`src/rtl/foo_pkg.sv`:
```
`default_nettype none
// ============================================================================
//  Module  : foo_pkg
//  Brief   : Shared defaults and sizing helpers for the foo_pipe call/return
//            pipeline and its result FIFO.
//  Rev     : 1.0  initial release
// ============================================================================
package foo_pkg;

    localparam int unsigned c_def_data_w     = 64;
    localparam int unsigned c_def_latency    = 4;
    localparam int unsigned c_def_fifo_depth = 8;

    // Width of a counter that must represent 0..depth inclusive.
    function automatic int unsigned cnt_w(input int unsigned depth);
        return $clog2(depth + 1);
    endfunction

endpackage : foo_pkg
`default_nettype wire

```
`src/rtl/foo_result_fifo.sv`:
```
`default_nettype none
// ============================================================================
//  Module  : foo_result_fifo
//  Brief   : Synchronous show-ahead FIFO holding completed results. The head
//            entry is visible on rd_data whenever the FIFO is non-empty; the
//            output reads as zero while empty. Any depth >= 1 is supported.
//  Rev     : 1.0  initial release
// ============================================================================
module foo_result_fifo
    import foo_pkg::*;
#(
    parameter int unsigned DATA_W = c_def_data_w,
    parameter int unsigned DEPTH  = c_def_fifo_depth
) (
    input  logic                     clock,
    input  logic                     resetn,
    input  logic                     wr_en,
    input  logic [DATA_W-1:0]        wr_data,
    input  logic                     rd_en,
    output logic [DATA_W-1:0]        rd_data,
    output logic                     empty,
    output logic [cnt_w(DEPTH)-1:0]  count
);

    localparam int unsigned c_ptr_w = (DEPTH > 1) ? $clog2(DEPTH) : 1;
    localparam int unsigned c_cnt_w = cnt_w(DEPTH);

    localparam logic [c_ptr_w-1:0] c_ptr_last = c_ptr_w'(DEPTH - 1);
    localparam logic [c_ptr_w-1:0] c_ptr_one  = c_ptr_w'(1);
    localparam logic [c_cnt_w-1:0] c_cnt_one  = c_cnt_w'(1);

    logic [DATA_W-1:0]  r_mem [DEPTH];
    logic [c_ptr_w-1:0] r_wr_ptr;
    logic [c_ptr_w-1:0] r_rd_ptr;
    logic [c_cnt_w-1:0] r_count;

    logic w_empty;
    logic w_rd;

    // Pointers wrap explicitly so non-power-of-two depths work.
    function automatic logic [c_ptr_w-1:0] next_ptr(input logic [c_ptr_w-1:0] p);
        return (p == c_ptr_last) ? '0 : (p + c_ptr_one);
    endfunction

    assign w_empty = (r_count == '0);
    assign w_rd    = rd_en && !w_empty;

    // Storage array; written at the tail, no reset needed because the
    // output is masked while the FIFO is empty.
    always_ff @(posedge clock) begin
        if (wr_en) begin
            r_mem[r_wr_ptr] <= wr_data;
        end
    end

    // Pointer and occupancy bookkeeping.
    always_ff @(posedge clock or negedge resetn) begin
        if (!resetn) begin
            r_wr_ptr <= '0;
            r_rd_ptr <= '0;
            r_count  <= '0;
        end else begin
            if (wr_en) begin
                r_wr_ptr <= next_ptr(r_wr_ptr);
            end
            if (w_rd) begin
                r_rd_ptr <= next_ptr(r_rd_ptr);
            end
            if (wr_en && !w_rd) begin
                r_count <= r_count + c_cnt_one;
            end else if (w_rd && !wr_en) begin
                r_count <= r_count - c_cnt_one;
            end
        end
    end

    assign rd_data = w_empty ? '0 : r_mem[r_rd_ptr];
    assign empty   = w_empty;
    assign count   = r_count;

endmodule : foo_result_fifo
`default_nettype wire

```
`src/rtl/foo_pipe.sv`:
```
`default_nettype none
// ============================================================================
//  Module  : foo_pipe
//  Brief   : Fully pipelined call/return component computing a*MULT + ADD
//            (mod 2^DATA_W). Calls are throttled by a credit counter so that
//            in-flight plus buffered results never exceed the result FIFO.
//  Rev     : 1.0  initial release
// ============================================================================
module foo_pipe
    import foo_pkg::*;
#(
    parameter int unsigned       DATA_W     = c_def_data_w,
    parameter int unsigned       LATENCY    = c_def_latency,
    parameter int unsigned       FIFO_DEPTH = c_def_fifo_depth,
    parameter logic [DATA_W-1:0] MULT       = 1,
    parameter logic [DATA_W-1:0] ADD        = 0
) (
    input  logic                          clock,
    input  logic                          resetn,
    input  logic                          start,
    input  logic [DATA_W-1:0]             a,
    output logic                          busy,
    output logic                          done,
    input  logic                          stall,
    output logic [DATA_W-1:0]             returndata,
    output logic [cnt_w(FIFO_DEPTH)-1:0]  occupancy
);

    localparam int unsigned c_cnt_w = cnt_w(FIFO_DEPTH);

    localparam logic [c_cnt_w-1:0] c_depth   = c_cnt_w'(FIFO_DEPTH);
    localparam logic [c_cnt_w-1:0] c_cnt_one = c_cnt_w'(1);

    logic [c_cnt_w-1:0] r_credits;
    logic [c_cnt_w-1:0] w_credits_next;
    logic               r_busy;

    logic               r_vld  [LATENCY];
    logic [DATA_W-1:0]  r_data [LATENCY];

    logic               w_accept;
    logic               w_pop;
    logic               w_empty;
    logic               w_wr_en;
    logic [DATA_W-1:0]  w_wr_data;
    logic [DATA_W-1:0]  w_rd_data;
    logic [c_cnt_w-1:0] w_fifo_count;

    assign w_accept = start && !r_busy;
    assign w_pop    = !w_empty && !stall;

    // Credit update: each accept consumes one, each pop returns one.
    always_comb begin
        w_credits_next = r_credits;
        if (w_accept && !w_pop) begin
            w_credits_next = r_credits - c_cnt_one;
        end else if (w_pop && !w_accept) begin
            w_credits_next = r_credits + c_cnt_one;
        end
    end

    // Credit register and registered call-side stall; busy is held high in
    // reset and drops on the first edge after release.
    always_ff @(posedge clock or negedge resetn) begin
        if (!resetn) begin
            r_credits <= c_depth;
            r_busy    <= 1'b1;
        end else begin
            r_credits <= w_credits_next;
            r_busy    <= (w_credits_next == '0);
        end
    end

    // Free-running delay line; never stalls because credits guarantee FIFO room.
    always_ff @(posedge clock or negedge resetn) begin
        if (!resetn) begin
            for (int i = 0; i < LATENCY; i++) begin
                r_vld[i]  <= 1'b0;
                r_data[i] <= '0;
            end
        end else begin
            r_vld[0]  <= w_accept;
            r_data[0] <= a;
            for (int i = 1; i < LATENCY; i++) begin
                r_vld[i]  <= r_vld[i-1];
                r_data[i] <= r_data[i-1];
            end
        end
    end

    // Arithmetic sits between the last stage register and the FIFO; the
    // DATA_W-wide assignment keeps only the low product bits before ADD.
    assign w_wr_en   = r_vld[LATENCY-1];
    assign w_wr_data = (r_data[LATENCY-1] * MULT) + ADD;

    foo_result_fifo #(
        .DATA_W (DATA_W),
        .DEPTH  (FIFO_DEPTH)
    ) u_fifo (
        .clock   (clock),
        .resetn  (resetn),
        .wr_en   (w_wr_en),
        .wr_data (w_wr_data),
        .rd_en   (w_pop),
        .rd_data (w_rd_data),
        .empty   (w_empty),
        .count   (w_fifo_count)
    );

    // A write into a full FIFO without a same-cycle pop means the credit
    // accounting has broken.
    always_comb begin
        assert (!(w_wr_en && (w_fifo_count == c_depth) && !w_pop));
    end

    assign busy       = r_busy;
    assign done       = !w_empty;
    assign returndata = w_rd_data;
    assign occupancy  = c_depth - r_credits;

endmodule : foo_pipe
`default_nettype wire

```
`config.mk`:
```
export PLATFORM = sky130hd
export DESIGN_NAME = foo_pipe
export DESIGN_NICKNAME = d
export VERILOG_FILES = /design/src/rtl/foo_pkg.sv /design/src/rtl/foo_result_fifo.sv /design/src/rtl/foo_pipe.sv
export SDC_FILE = /design/constraint.sdc
export NUM_CORES = 1
export LEC_CHECK = 0
export ABC_CLOCK_PERIOD_IN_PS = 5340
export BUFFER_PORTS_ARGS = -buffer_cell sky130_fd_sc_hd__buf_4
export CAP_MARGIN = 20
export CORE_MARGIN = 5
export CORE_UTILIZATION = 40
export DETAILED_ROUTE_END_ITERATION = 8
export HOLD_SLACK_MARGIN = 0.08
export PLACE_DENSITY = 0.56
export SYNTH_ARGS = -nofsm -noshare
export SYNTH_HDL_FRONTEND = slang
export SYNTH_HIERARCHICAL = 1
export SYNTH_SLANG_ARGS = --single-unit
```
`constraint.sdc`:
```
create_clock -name clock -period 5.34 [get_ports clock]
set_input_delay 1.068 -clock clock [delete_from_list [all_inputs] [get_ports clock]]
set_output_delay 1.068 -clock clock [all_outputs]
set_load 0.05 [all_outputs]
```
==> impl_metrics.ini <==
[place]
gp_congestion = 0.6985
post-place-ws_ns = 1.723
post-dp-hpwl_um = 26450
port_buffers = 137

[yosys]
muxShareOfSynthArea_pct = 11.03
synth_ff_type = edfxtp_1
yosys.area_share.adder_pct = 0.4982
synth_compound_area_share_pct = 2.580
ys_seq_elements = 787
syn_area_um2 = 26620
post_synth.cell_area_avg_um2 = 23.86
yosysWarnings = 6
synth-simple-area-share_pct = 1.029
synthCells = 1116
syn_nets = 1194
synth_cell_types = 41
synth_seq_area_share_pct = 83.61
synth_xor_area_share_pct = 0.1645
synth_top_family_by_area = multiplexers
async_flop_share_pct = 34.94
synth_edf_count = 512

[final_layout]
multi_input_area_um2 = 4155
diodes = 0
seqCellArea_um2 = 22270
drive_gt1_share_pct = 31.67
nNetsFinal = 1396
final_common_cell = edfxtp_1
nFillCells = 5349
mostFrequentLayoutCells = edfxtp_1 (512), dfrtp_1 (271), buf_4 (150)
syn_to_final_growth_pct = 18.82

[cts]
htreeDepth = 3
postCtsSetupRepairBufs = 0
numCtsBuffers = 82
root_buffer = clkbuf_16
cts_num_sinks = 787
cts_tree = yes
clk_path_buf_depth = 3
ctsHoldBuffers = 0
clk_pin_slew_ns = 0.06
clkLatencyLatePin_ns = 0.61
cts_resized = 0

[timing]
finalSetupTns_ns = 0
finalSetupViolCount = 0
slew_violations = 0
max_freq_mhz = 240.0
worstMarginPinSlew_ns = 0.9873
fin_crit_sh_pct = 78.02
rsz0062_at_grt = false
hold_viol = 0
max_slew_margin_pct = 34.02
finalClockSkew_ns = 0.02222
period_minus_slack_ns = 4.166
postLayoutSetupSlackWorst_ns = 1.174

[setup_path]
crit_required_ns = 4.27
path_cells = nor4_4 > nor2_4 > buf_4 > a22o_1 > buf_4
r2r_cells = 10
cp.depth = 5
slowest_stage = nor2_4
crit_buf_inv = 2
cp_common_cell = buf_4
critPathArrivalTime_ns = 3.10
path_max_fanout = 25
path_class = register to output port
crit_path_start_kind = register
endpoint_kind = output port
cp_top_family = simple AND/OR/NAND/NOR gates
crit_path_max_incr_delay_ns = 0.75

[worst_hold_path]
hold_class = register to register
worstHoldPathCells = 0

[run]
cap_violations = 0

[drt]
dr.pass1.iters = 4
wl_per_cell_um = 22.93
via_per_inst = 5.041
drt_iter0_markers = 760
ant_nets = 0
drc = 0
wirelength_um = 51590
vias = 11340

[floorplanning]
io_pins = 138
num_rows = 94
core-area_um2 = 65860
start_util_pct = 40.42
die_w_um = 268.0
die_h_um = 268.0
dieArea_um2 = 71820

[global_routing]
overflow = 0
use_met2_pct = 23.72
grtUsageTotal_pct = 14.77
grt-busiest-layer = met2
grtUsageMet3_pct = 2.820
grt_pass1_vias = 12540
antenna_found_initial = 0
use_met1_pct = 20.89
grt_max_degree = 101
grt_first_pass_wirelength_um = 79290

[pwr]
power.leakage_nw = 11.37
power_density_nw_per_um2 = 610.7
ir_drop_mv = 0.5698

[run_status]
outcome = complete, no violations
==> power breakdown <==
part           total [mW]  internal [mW]  switching [mW]
Sequential           7.74           7.31           0.430
Combinational        5.95           2.21            3.74
Clock                5.64           3.41            2.23
==> registers in the layout (all words and copies together) (netlist names) <==
register,flops
busy,1
r_credits,4
r_data,256
r_vld,3
u_fifo/count,4
u_fifo/r_mem,512
u_fifo/r_rd_ptr,3
u_fifo/r_wr_ptr,3
w_wr_en,1
==> synth_stat cells (3+ instances only) <==
library cell | n | area, um2
buf_6 | 9 | 101.4
buf_2 | 9 | 45.04
xnor2_1 | 4 | 35.03
or3_1 | 3 | 18.77
nor2_1 | 11 | 41.29
mux4_2 | 128 | 2883
nand3_1 | 3 | 15.01
o211ai_1 | 3 | 22.52
ha_1 | 9 | 112.6
o21ai_0 | 6 | 30.03
buf_1 | 9 | 33.78
nand2b_1 | 4 | 25.02
a22o_1 | 64 | 560.5
clkbuf_1 | 14 | 52.55
and3_1 | 3 | 18.77
edfxtp_1 | 512 | 15370
buf_4 | 4 | 30.03
nor3_1 | 7 | 35.03
nand2_1 | 7 | 26.28
dfrtp_1 | 273 | 6832
inv_1 | 5 | 18.77
mux2_2 | 4 | 45.04
==> layout make-up <==
class                      count  area share, %
clock buffer                 126          7.748
inverter                       7        0.08306
multi-input combinational    277          13.14
clock inverter                26         0.8543
tap                          864          3.417
timing repair buffer         163          4.374
sequential                   787          70.39
==> logic make-up (layout without fill, tap and decap cells) <==
| group | after synthesis | in the layout |
|---|---|---|
| AO/OA/AOI/OAI | 80 | 80 |
| XOR/XNOR | 5 | 5 |
| adder cells (fa/ha/maj) | 10 | 10 |
| buffers and inverters | 52 | 322 |
| flip-flops | 787 | 787 |
| multiplexers | 133 | 133 |
| AND/OR/NAND/NOR | 49 | 49 |
==> worst paths after layout <==
path / from / endpoint / slack, ns
min in group asynchronous: resetn / r_data[196] / 0.53
setup reg to reg: u_fifo/count[0] / u_fifo/count[3] / 1.95
hold / removal: r_data[88] / r_data[24] / 0.33
hold reg to reg: r_data[88] / r_data[24] / 0.33
max in group asynchronous: resetn / r_data[103] / 3.73
setup / recovery: u_fifo/count[0] / returndata[54] / 1.17
==> metal layers <==
metal | vias to the layer above | part of all wire [%]
li1 | 4917 | -
met5 | - | 0
met4 | 0 | 2.2
met1 | 6121 | 44
met3 | 74 | 4.3
met2 | 231 | 49
==> metrics by stage <==
step | power, mW | std cells | instance area [um2] | utilization (%) | hold WS (ns)
CTS | 19.69 | 2249 | 31620 | 48.01 | 0.3314
global route | 20.23 | 2250 | 31630 | 48.03 | 0.3394
finish | 19.32 | 2250 | 31630 | 48.03 | 0.3341
global placement | 13.88 | 2095 | 28850 | 43.80 | 0.3317
floorplan | 12.00 | 1116 | 26630 | - | 0.3312
detailed placement | 13.97 | 2097 | 28900 | 43.88 | 0.3347
(Power assumes the default switching activity.)
